`src/rtl/pipeline_debug_controller.sv`:
```
// Run/step/halt sequencer and state dumper for the 5-stage pipeline.
// Gates the pipeline clock enable, stops on HALT_OPCODE in ID, and on DUMP freezes
// the core and streams registers then data-memory words, LSB first, over valid/ready.
// Optional feature macro: PIPE_DBG_CYCLE_COUNT_EN (cycle counter plus a trailer word in the dump).
module pipeline_debug_controller #(
  parameter int unsigned NUM_REGS    = 32,
  parameter int unsigned MEM_WORDS   = 32,
  parameter logic [5:0]  HALT_OPCODE = 6'h3F
) (
  input  logic        clk,
  input  logic        reset_n,
  input  logic        cmd_valid,
  input  logic [1:0]  cmd,
  output logic        cmd_ready,
  input  logic [31:0] instruction_ID,
  output logic        pipe_en,
  output logic        debugMode,
  output logic [31:0] DebugAddress,
  output logic [4:0]  reg_sel,
  input  logic [31:0] reg_data,
  input  logic [31:0] mem_data,
  output logic        tx_valid,
  output logic [7:0]  tx_data,
  input  logic        tx_ready,
  output logic        halted,
  output logic        busy,
  output logic [31:0] cycle_count
);

  localparam logic [1:0] CMD_RUN  = 2'b00;
  localparam logic [1:0] CMD_STEP = 2'b01;
  localparam logic [1:0] CMD_DUMP = 2'b10;
  localparam logic [1:0] CMD_HALT = 2'b11;

`ifdef PIPE_DBG_CYCLE_COUNT_EN
  localparam int unsigned TRAILER_WORDS = 1;
`else
  localparam int unsigned TRAILER_WORDS = 0;
`endif
  localparam int unsigned TOTAL_WORDS = NUM_REGS + MEM_WORDS + TRAILER_WORDS;
  localparam int unsigned WORD_W      = $clog2(TOTAL_WORDS + 1);

  typedef enum logic [2:0] {
    IDLE, RUN, STEP, D_SETUP, D_LOAD, D_SEND, DONE
  } state_t;

  state_t            state, state_n;
  logic [WORD_W-1:0] word_q, word_n, next_word;
  logic [1:0]        byte_q, byte_n;
  logic [31:0]       shift_q, shift_n;
  logic [31:0]       load_word;
  logic              halt_op;
  logic              pipe_en_n, debug_mode_n, tx_valid_n, halted_n;
  logic [31:0]       debug_addr_n;
  logic [4:0]        reg_sel_n;
  logic [7:0]        tx_data_n;
  logic              unused_id;

  assign halt_op   = (instruction_ID[31:26] == HALT_OPCODE);
  assign unused_id = ^instruction_ID[25:0];
  assign next_word = word_q + WORD_W'(1);

  // Source of the word being loaded: registers, then memory, then the counter trailer
  always_comb begin
    if (word_q < WORD_W'(NUM_REGS))                  load_word = reg_data;
    else if (word_q < WORD_W'(NUM_REGS + MEM_WORDS)) load_word = mem_data;
    else                                             load_word = cycle_count;
  end

  // Next-state and next-output logic
  always_comb begin
    state_n      = state;
    word_n       = word_q;
    byte_n       = byte_q;
    shift_n      = shift_q;
    pipe_en_n    = 1'b0;
    debug_mode_n = debugMode;
    debug_addr_n = DebugAddress;
    reg_sel_n    = reg_sel;
    tx_valid_n   = tx_valid;
    tx_data_n    = tx_data;
    halted_n     = halted;
    unique case (state)
      IDLE: begin
        if (cmd_valid) begin
          case (cmd)
            CMD_RUN:  begin state_n = RUN; pipe_en_n = 1'b1; halted_n = 1'b0; end
            CMD_STEP: begin state_n = STEP; pipe_en_n = 1'b1; end
            CMD_DUMP: begin
              state_n      = D_SETUP;
              word_n       = '0;
              byte_n       = '0;
              reg_sel_n    = '0;
              debug_mode_n = 1'b0;
            end
            default:  halted_n = 1'b1;
          endcase
        end
      end
      RUN: begin
        // Halt wins over anything else arriving this cycle; other commands are swallowed
        if (halt_op || (cmd_valid && cmd == CMD_HALT)) begin
          state_n  = IDLE;
          halted_n = 1'b1;
        end else begin
          pipe_en_n = 1'b1;
        end
      end
      STEP: begin
        state_n = IDLE;
        if (halt_op) halted_n = 1'b1;
      end
      D_SETUP: state_n = D_LOAD;
      D_LOAD: begin
        shift_n    = load_word;
        tx_data_n  = load_word[7:0];
        tx_valid_n = 1'b1;
        byte_n     = '0;
        state_n    = D_SEND;
      end
      D_SEND: begin
        if (tx_ready) begin
          if (byte_q == 2'd3) begin
            tx_valid_n = 1'b0;
            if (word_q == WORD_W'(TOTAL_WORDS - 1)) begin
              state_n      = DONE;
              debug_mode_n = 1'b0;
            end else begin
              state_n = D_SETUP;
              word_n  = next_word;
              if (next_word < WORD_W'(NUM_REGS)) begin
                reg_sel_n    = 5'(next_word);
                debug_mode_n = 1'b0;
              end else if (next_word < WORD_W'(NUM_REGS + MEM_WORDS)) begin
                debug_mode_n = 1'b1;
                debug_addr_n = 32'(next_word - WORD_W'(NUM_REGS));
              end else begin
                debug_mode_n = 1'b0;
              end
            end
          end else begin
            byte_n    = byte_q + 2'd1;
            shift_n   = {8'h00, shift_q[31:8]};
            tx_data_n = shift_q[15:8];
          end
        end
      end
      DONE: begin
        state_n      = IDLE;
        debug_mode_n = 1'b0;
      end
      default: state_n = IDLE;
    endcase
  end

  // State and registered outputs
  always_ff @(posedge clk) begin
    if (!reset_n) begin
      state        <= IDLE;
      word_q       <= '0;
      byte_q       <= '0;
      shift_q      <= '0;
      pipe_en      <= 1'b0;
      debugMode    <= 1'b0;
      DebugAddress <= '0;
      reg_sel      <= '0;
      tx_valid     <= 1'b0;
      tx_data      <= '0;
      halted       <= 1'b0;
      busy         <= 1'b0;
      cmd_ready    <= 1'b1;
    end else begin
      state        <= state_n;
      word_q       <= word_n;
      byte_q       <= byte_n;
      shift_q      <= shift_n;
      pipe_en      <= pipe_en_n;
      debugMode    <= debug_mode_n;
      DebugAddress <= debug_addr_n;
      reg_sel      <= reg_sel_n;
      tx_valid     <= tx_valid_n;
      tx_data      <= tx_data_n;
      halted       <= halted_n;
      busy         <= (state_n != IDLE);
      cmd_ready    <= (state_n == IDLE) || (state_n == RUN);
    end
  end

`ifdef PIPE_DBG_CYCLE_COUNT_EN
  logic [31:0] cycle_count_q;

  // Count cycles in which the core advanced; wraps naturally
  always_ff @(posedge clk) begin
    if (!reset_n)     cycle_count_q <= '0;
    else if (pipe_en) cycle_count_q <= cycle_count_q + 32'd1;
  end

  assign cycle_count = cycle_count_q;
`else
  assign cycle_count = '0;
`endif

endmodule
```
`config.mk`:
```
export PLATFORM = sky130hd
export DESIGN_NAME = pipeline_debug_controller
export DESIGN_NICKNAME = d
export VERILOG_FILES = /design/src/rtl/pipeline_debug_controller.sv
export SDC_FILE = /design/constraint.sdc
export NUM_CORES = 1
export LEC_CHECK = 0
export ABC_AREA = 1
export CORE_ASPECT_RATIO = 1.4
export CORE_UTILIZATION = 30
export CTS_CLUSTER_DIAMETER = 150
export DETAILED_ROUTE_END_ITERATION = 7
export GPL_ROUTABILITY_DRIVEN = 0
export SLEW_MARGIN = 20
export SYNTH_ARGS = -nofsm -noshare
export SYNTH_HDL_FRONTEND = slang
export SYNTH_SLANG_ARGS = --single-unit
```
`constraint.sdc`:
```
create_clock -name clk -period 3 [get_ports clk]
set_input_delay 0.9 -clock clk [delete_from_list [all_inputs] [get_ports clk]]
set_output_delay 0.9 -clock clk [all_outputs]
set_load 0.005 [all_outputs]
```
==> run summary, run 1 <==
Netlist Area Pre-Place - 0.00413 mm2
starting density of the core - 30.9%
ys flop type - dfxtp_1
clk sinks - 63
Pre-antenna DRT Iters - 4
Internal Power - 1.89 mW
Area growth syn-to-layout - 33.2%
leakage - 2.61 nW
CTS root buf - clkbuf_16
Crit path depth - 1
initial antenna violation count - 0
WHS Path Cells - 2
status - finished, final reports clean
CP delay by family, top - flip-flops
Pins Over Slew Limit - 0
Post-synth EDFFs - 0
first-pass GRT wire length - 16800 um
slowest stage cell, crit path - dfxtp_1
synth unique cells - 27
cts bufs inserted - 9
# resized after CTS - 0
fmax - 0.381 GHz
crit path max fanout - 26
Switch Pwr - 0.687 mW
Sw Ratio - 26.6%
Vias/cell - 4.32
Fin. Hold Viols - 0
startpoint type of the worst setup path - flop
CTS tree - built
# rows - 50
Final TNS setup - 0 ps
Cell Chain, Critical Path - clkdlybuf4s50_1
HPWL Detailed - 7430 um
Synth Instances - 652
CP max stage delay - 760 ps
Synth Area per Inst - 6.34 um2
height of the die - 141 um
# nets final - 845
Final min period - 2620 ps
Ys Warns - 0
count of max-cap constraint violations - 0
Slew headroom - 51.0%
asr flop ratio synth - 0%
Worst Skew - 3.71 ps
Worst Reg-to-Reg Cells - 13
io pins - 185
Seq/Total Area, Yosys - 30.5%
clock group share of total power - 42.7%
Comb pwr share - 20.9%
IO Port Bufs - 126
WP data required - 2100 ps
1st-iter DRT viols - 174
final period utilization - 87.4%
Antenna diodes - 0
Pwr per Cell Area - 469 mW/mm2
die area - 0.0143 mm2
vias in the first global route - 3537
largest net degree at the start of global routing - 49
ANT nets after route - 0
Post-CTS Repair Setup Buffers - 0
Slew @ Worst Pin - 734 ps
Flop pwr share - 36.5%
CP Data Arrival Time - 1720 ps
Util after Layout - 41.1%
clock buffer depth - 2
RSZ-0062 raised after global routing - false
worst vdd ir - 0.224 mV
Residual DRC - 0
Fill cells - 1484
overall routing resource usage - 14.9%
WS Path Type - flop to primary output
Die Wd - 101 um
final wirelength - 10400 um
element type at the critical path end - primary output
Setup-failing EPs final - 0
share of layout cells above drive strength 1 - 5.15%
clk_lat worst skew - 330 ps
HP Class - flop to flop
core footprint - 0.0134 mm2
CP bufs+invs - 1
gr ovfl total - 0
CTS Hold Bufs - 0
htree depth - 3
FF+latch count, synth - 63
DR WL/cell - 11.3 um
DR vias - 3974
Worst-path clk slew - 50 ps
worst register-to-register path: cells and delay by family, from the launching register on:
family	cells	cell delay [ps]
adders and majority gates	2	460
DFF	1	450
and+or+nand+nor	11	1270
stage by stage:
stage	area [um2]	instances	power [mW]	hold slack (ps)	setup slack [ps]
2_1_floorplan	4250	683	1.30	441	1080
3_3_place_gp	5190	905	1.50	447	391
3_5_place_dp	5190	905	1.50	452	373
4_1_cts	5500	920	2.62	459	341
5_1_grt	5500	920	2.73	476	246
6_report	5500	920	2.58	461	377
registers in the layout, summed over array words and instances, names as in the netlist:
register	flops
halted	1
cmd_ready	1
shift_q	25
tx_valid	1
byte_q	2
DebugAddress	8
pipe_en	1
reg_sel	5
debugMode	1
word_q	7
busy	1
state	3
tx_data	7
final timing paths:
kind	slack, ps	start	to
worst max-delay path	380	DebugAddress[30]	DebugAddress[21]
worst min-delay path	460	shift_q[27]	shift_q[27]
worst max register to register	710	word_q[0]	reg_sel[0]
worst min register to register	460	shift_q[27]	shift_q[27]
routing by layer:
layer / global-route usage (%) / routed length [um] / vias up / part of all wire, %
met4: 6.18 / 156 / 0 / 1.5
met3: 2.53 / 480 / 8 / 4.6
li1: - / - / 2116 / -
met5: 0 / 0 / - / 0
met1: 18.2 / 4590 / 1745 / 44
met2: 25.7 / 5140 / 105 / 50
cells by family (layout without fill, tap and decap cells):
family          after synthesis  in the layout  synth area share [%]
fa+ha+maj                     9              9                  2.72
compound gates               69             69                  9.75
xor+xnor                      1              1                 0.212
buf+inv                     184            239                  23.0
other cells                   1             32                0.0907
flops                        63             63                  30.5
simple gates                325            325                  33.7
power by group through the flow:
stage,logic [mW],registers [mW],clock network (mW)
after floorplan,0.352,0.948,0
after global placement,0.544,0.958,0
after detailed placement,0.545,0.958,0
after CTS,0.548,0.942,1.13
after global routing,0.619,0.950,1.16
final,0.538,0.942,1.10
synth_stat cells, types with 2 or more instances:
cell / n / area share [%]
nor2_1: 63 / 5.7
a21oi_1: 14 / 1.7
clkbuf_1: 16 / 1.5
nand2_2: 3 / 0.45
nor2_4: 2 / 0.54
and2_1: 2 / 0.30
ha_1: 9 / 2.7
nor3_1: 2 / 0.24
inv_2: 5 / 0.45
o211ai_1: 23 / 4.2
nor2_2: 4 / 0.61
nand3_1: 89 / 11
o21ai_0: 32 / 3.9
dfxtp_1: 63 / 31
nand2_1: 154 / 14
buf_2: 11 / 1.3
buf_1: 2 / 0.18
buf_4: 64 / 12
inv_1: 84 / 7.6
nand4_1: 3 / 0.45
cell usage in the layout (no fill, tap or decap), types with 3 or more instances in the layout:
master / Yosys / final
nand2_1: 154 / 154
clkdlybuf4s50_1: 0 / 125
nand3_1: 89 / 89
inv_1: 84 / 84
dfxtp_1: 63 / 63
nor2_1: 63 / 63
o21ai_0: 32 / 32
conb_1: 1 / 32
o211ai_1: 23 / 23
a21oi_1: 14 / 14
ha_1: 9 / 9
clkbuf_16: 0 / 9
buf_4: 64 / 7
inv_2: 5 / 5
nor2_2: 4 / 4
nand2_2: 3 / 3
nand4_1: 3 / 3
cell type report:
cell class | count | area, um2 | share of cell area, %
multi-input combinational | 436 | 2040 | 37.0
timing repair buffer | 134 | 1330 | 24.1
clock inverter | 4 | 70.1 | 1.27
tap | 182 | 228 | 4.14
inverter | 90 | 338 | 6.14
clock buffer | 11 | 243 | 4.41
sequential | 63 | 1260 | 22.9
Note: power is estimated with default switching activity, not from simulation.
==> inputs of run 2 (changes only) <==
--- a/config.mk
+++ b/config.mk
@@ -5,7 +5,6 @@
 export SDC_FILE = /design/constraint.sdc
 export NUM_CORES = 1
 export LEC_CHECK = 0
-export ABC_AREA = 1
 export CORE_ASPECT_RATIO = 1.4
 export CORE_UTILIZATION = 30
 export CTS_CLUSTER_DIAMETER = 150
==> run summary, run 2 <==
count of max-cap constraint violations - 0
Pwr per Cell Area - 409 mW/mm2
leakage - 2.05 nW
simple-gate share of the synthesized area - 14.8%
commonest non-fill, non-tap cell in the layout - clkdlybuf4s50_1
Synth Area in Adders - 2.89%
crit path max fanout - 26
CP max stage delay - 740 ps
Slew @ Worst Pin - 748 ps
Fin. Hold Viols - 0
Pins Over Slew Limit - 0
die area - 0.0135 mm2
DR WL/cell - 14.0 um
initial antenna violation count - 0
CP Data Arrival Time - 1700 ps
CTS Hold Bufs - 0
Slew headroom - 50.0%
max reg flops - 25
Post-Synth XOR/XNOR Area - 1.12%
RR Startpoint - word_q[0]
HPWL Detailed - 7070 um
cts bufs inserted - 9
Netlist Area Pre-Place - 0.00390 mm2
clock buffer depth - 2
clk_lat worst skew - 330 ps
area leader, netlist - dfxtp_1
gr ovfl total - 0
ys flop type - dfxtp_1
clk sinks - 63
top flop regs - shift_q: 25 flops, DebugAddress: 8 flops
Critical Path Source - DebugAddress[30]
HP Class - flop to flop
largest family of logic cells by synthesized area - compound AO/OA/AOI/OAI gates
vias in the first global route - 3182
most common cell in the synthesized netlist - buf_4
most frequent cells in the layout - 125 x clkdlybuf4s50_1, 62 x dfxtp_1, 37 x nand2_1
1st-iter DRT viols - 141
mux contribution to synthesized area - 8.73%
Residual DRC - 13
starting density of the core - 31.2%
Switch Pwr - 0.477 mW
Fin Hold WS - 466 ps
post-synth top area share - 32.3%
Fill cells - 1259
Compound-Gate Fraction of Synth Area - 22.2%
Cell Chain, Critical Path - clkdlybuf4s50_1
Post-CTS Repair Setup Buffers - 0
Antenna diodes - 0
overall routing resource usage - 14.1%
share of layout cells above drive strength 1 - 9.11%
Largest Register - shift_q
final wirelength - 9340 um
hold_sp - DebugAddress[6]
core footprint - 0.0125 mm2
element type at the critical path end - primary output
Synth Area per Inst - 9.03 um2
synth top area cells - dfxtp_1 32%, buf_4 13%, mux2i_1 6.4%
FF+latch count, synth - 63
height of the die - 137 um
Ys Warns - 0
total power - 2.12 mW
startpoint type of the worst setup path - flop
Vias/cell - 4.95
Area growth syn-to-layout - 32.8%
Pre-antenna DRT Iters - 8
Die Wd - 98.4 um
# rows - 48
RSZ-0062 raised after global routing - false
WP data required - 2100 ps
Worst-path clk slew - 50 ps
Flop pwr share - 40.6%
asr flop ratio synth - 0%
synth unique cells - 52
io pins - 185
clock group share of total power - 48.8%
worst reg-to-reg setup slack - 480 ps
status - finished, violations left
Synth Instances - 432
Worst Skew - 4.65 ps
Final min period - 2600 ps
Setup-failing EPs final - 0
IO Port Bufs - 126
worst vdd ir - 0.183 mV
CTS root buf - clkbuf_16
final period utilization - 86.7%
Sw Ratio - 22.5%
WS Path Type - flop to primary output
Comb pwr share - 10.7%
Post-synth top cells - 70 x buf_4, 63 x dfxtp_1, 37 x nand2_1
first-pass GRT wire length - 14700 um
CP bufs+invs - 1
fmax - 0.384 GHz
largest net degree at the start of global routing - 49
Seq/Total Area, Yosys - 32.3%
# resized after CTS - 0
DR vias - 3297
# nets final - 622
failing checks - design-rule violations
CP delay by family, top - flip-flops
htree depth - 3
Post-synth EDFFs - 0
ANT nets after route - 0
slowest stage cell, crit path - dfxtp_1
Internal Power - 1.64 mW
Final TNS setup - 0 ps
CTS tree - built
run 2: cell types whose count changed in the layout (fill, tap and decap cells not counted), sizes merged, moves of 9 or more:
cell    previous run  this run
nor2              69        10
o311ai             0        22
o211a              0        22
o211ai            23         2
o21ai             32        23
nand3             89        28
inv               89         9
mux2i              0        25
nand2            157        37
nor2b              0         9
a22oi              0         9
run 2: path summary, 6_finish.rpt:
kind | cells past startpoint | endpoint
max | 1 | DebugAddress[27]
min | 2 | DebugAddress[6]
max reg2reg | 8 | DebugAddress[30]
min reg2reg | 2 | DebugAddress[6]
run 2: per-layer routing:
layer	track usage (%)	vias to the layer above	part of all wire [%]
met5	0	-	0
met4	6.55	0	1.8
met3	2.96	13	6.0
met2	27.2	128	54
met1	14.5	1528	39
li1	-	1628	-
run 2: final cells by class:
cell class | count | area [um2] | share of cell area, %
Multi-Input combinational cell | 294 | 2060 | 39.8
Timing Repair Buffer | 133 | 1330 | 25.7
Sequential cell | 63 | 1260 | 24.4
Clock buffer | 10 | 239 | 4.61
Tap cell | 150 | 188 | 3.62
Clock inverter | 6 | 60.1 | 1.16
Inverter | 10 | 37.5 | 0.725
run 2: kinds of logic after synthesis:
logic type               after synthesis
XOR/XNOR                               5
other                                  1
buffers and inverters                106
adder cells (fa/ha/maj)                9
AO/OA/AOI/OAI                        107
AND/OR/NAND/NOR                      108
multiplexers                          33
flip-flops                            63
run 2: power groups by stage:
stage                     sequential (mW)  combinational (mW)  clock [mW]
after global placement              0.878               0.224           0
after CTS                           0.860               0.228        1.06
after floorplan                     0.873               0.130           0
after detailed placement            0.878               0.227           0
final                               0.860               0.226        1.03
after global routing                0.861               0.247        1.09
run 2: metrics by stage:
| stage | util, % | area [um2] | std cells | setup slack, ps |
|---|---|---|---|---|
| 2_1_floorplan | - | 4020 | 463 | 712 |
| 3_3_place_gp | 39.1 | 4880 | 650 | 284 |
| 3_5_place_dp | 39.1 | 4880 | 650 | 206 |
| 4_1_cts | 41.5 | 5180 | 666 | 352 |
| 5_1_grt | 41.5 | 5180 | 666 | 267 |
| 6_report | 41.5 | 5180 | 666 | 399 |
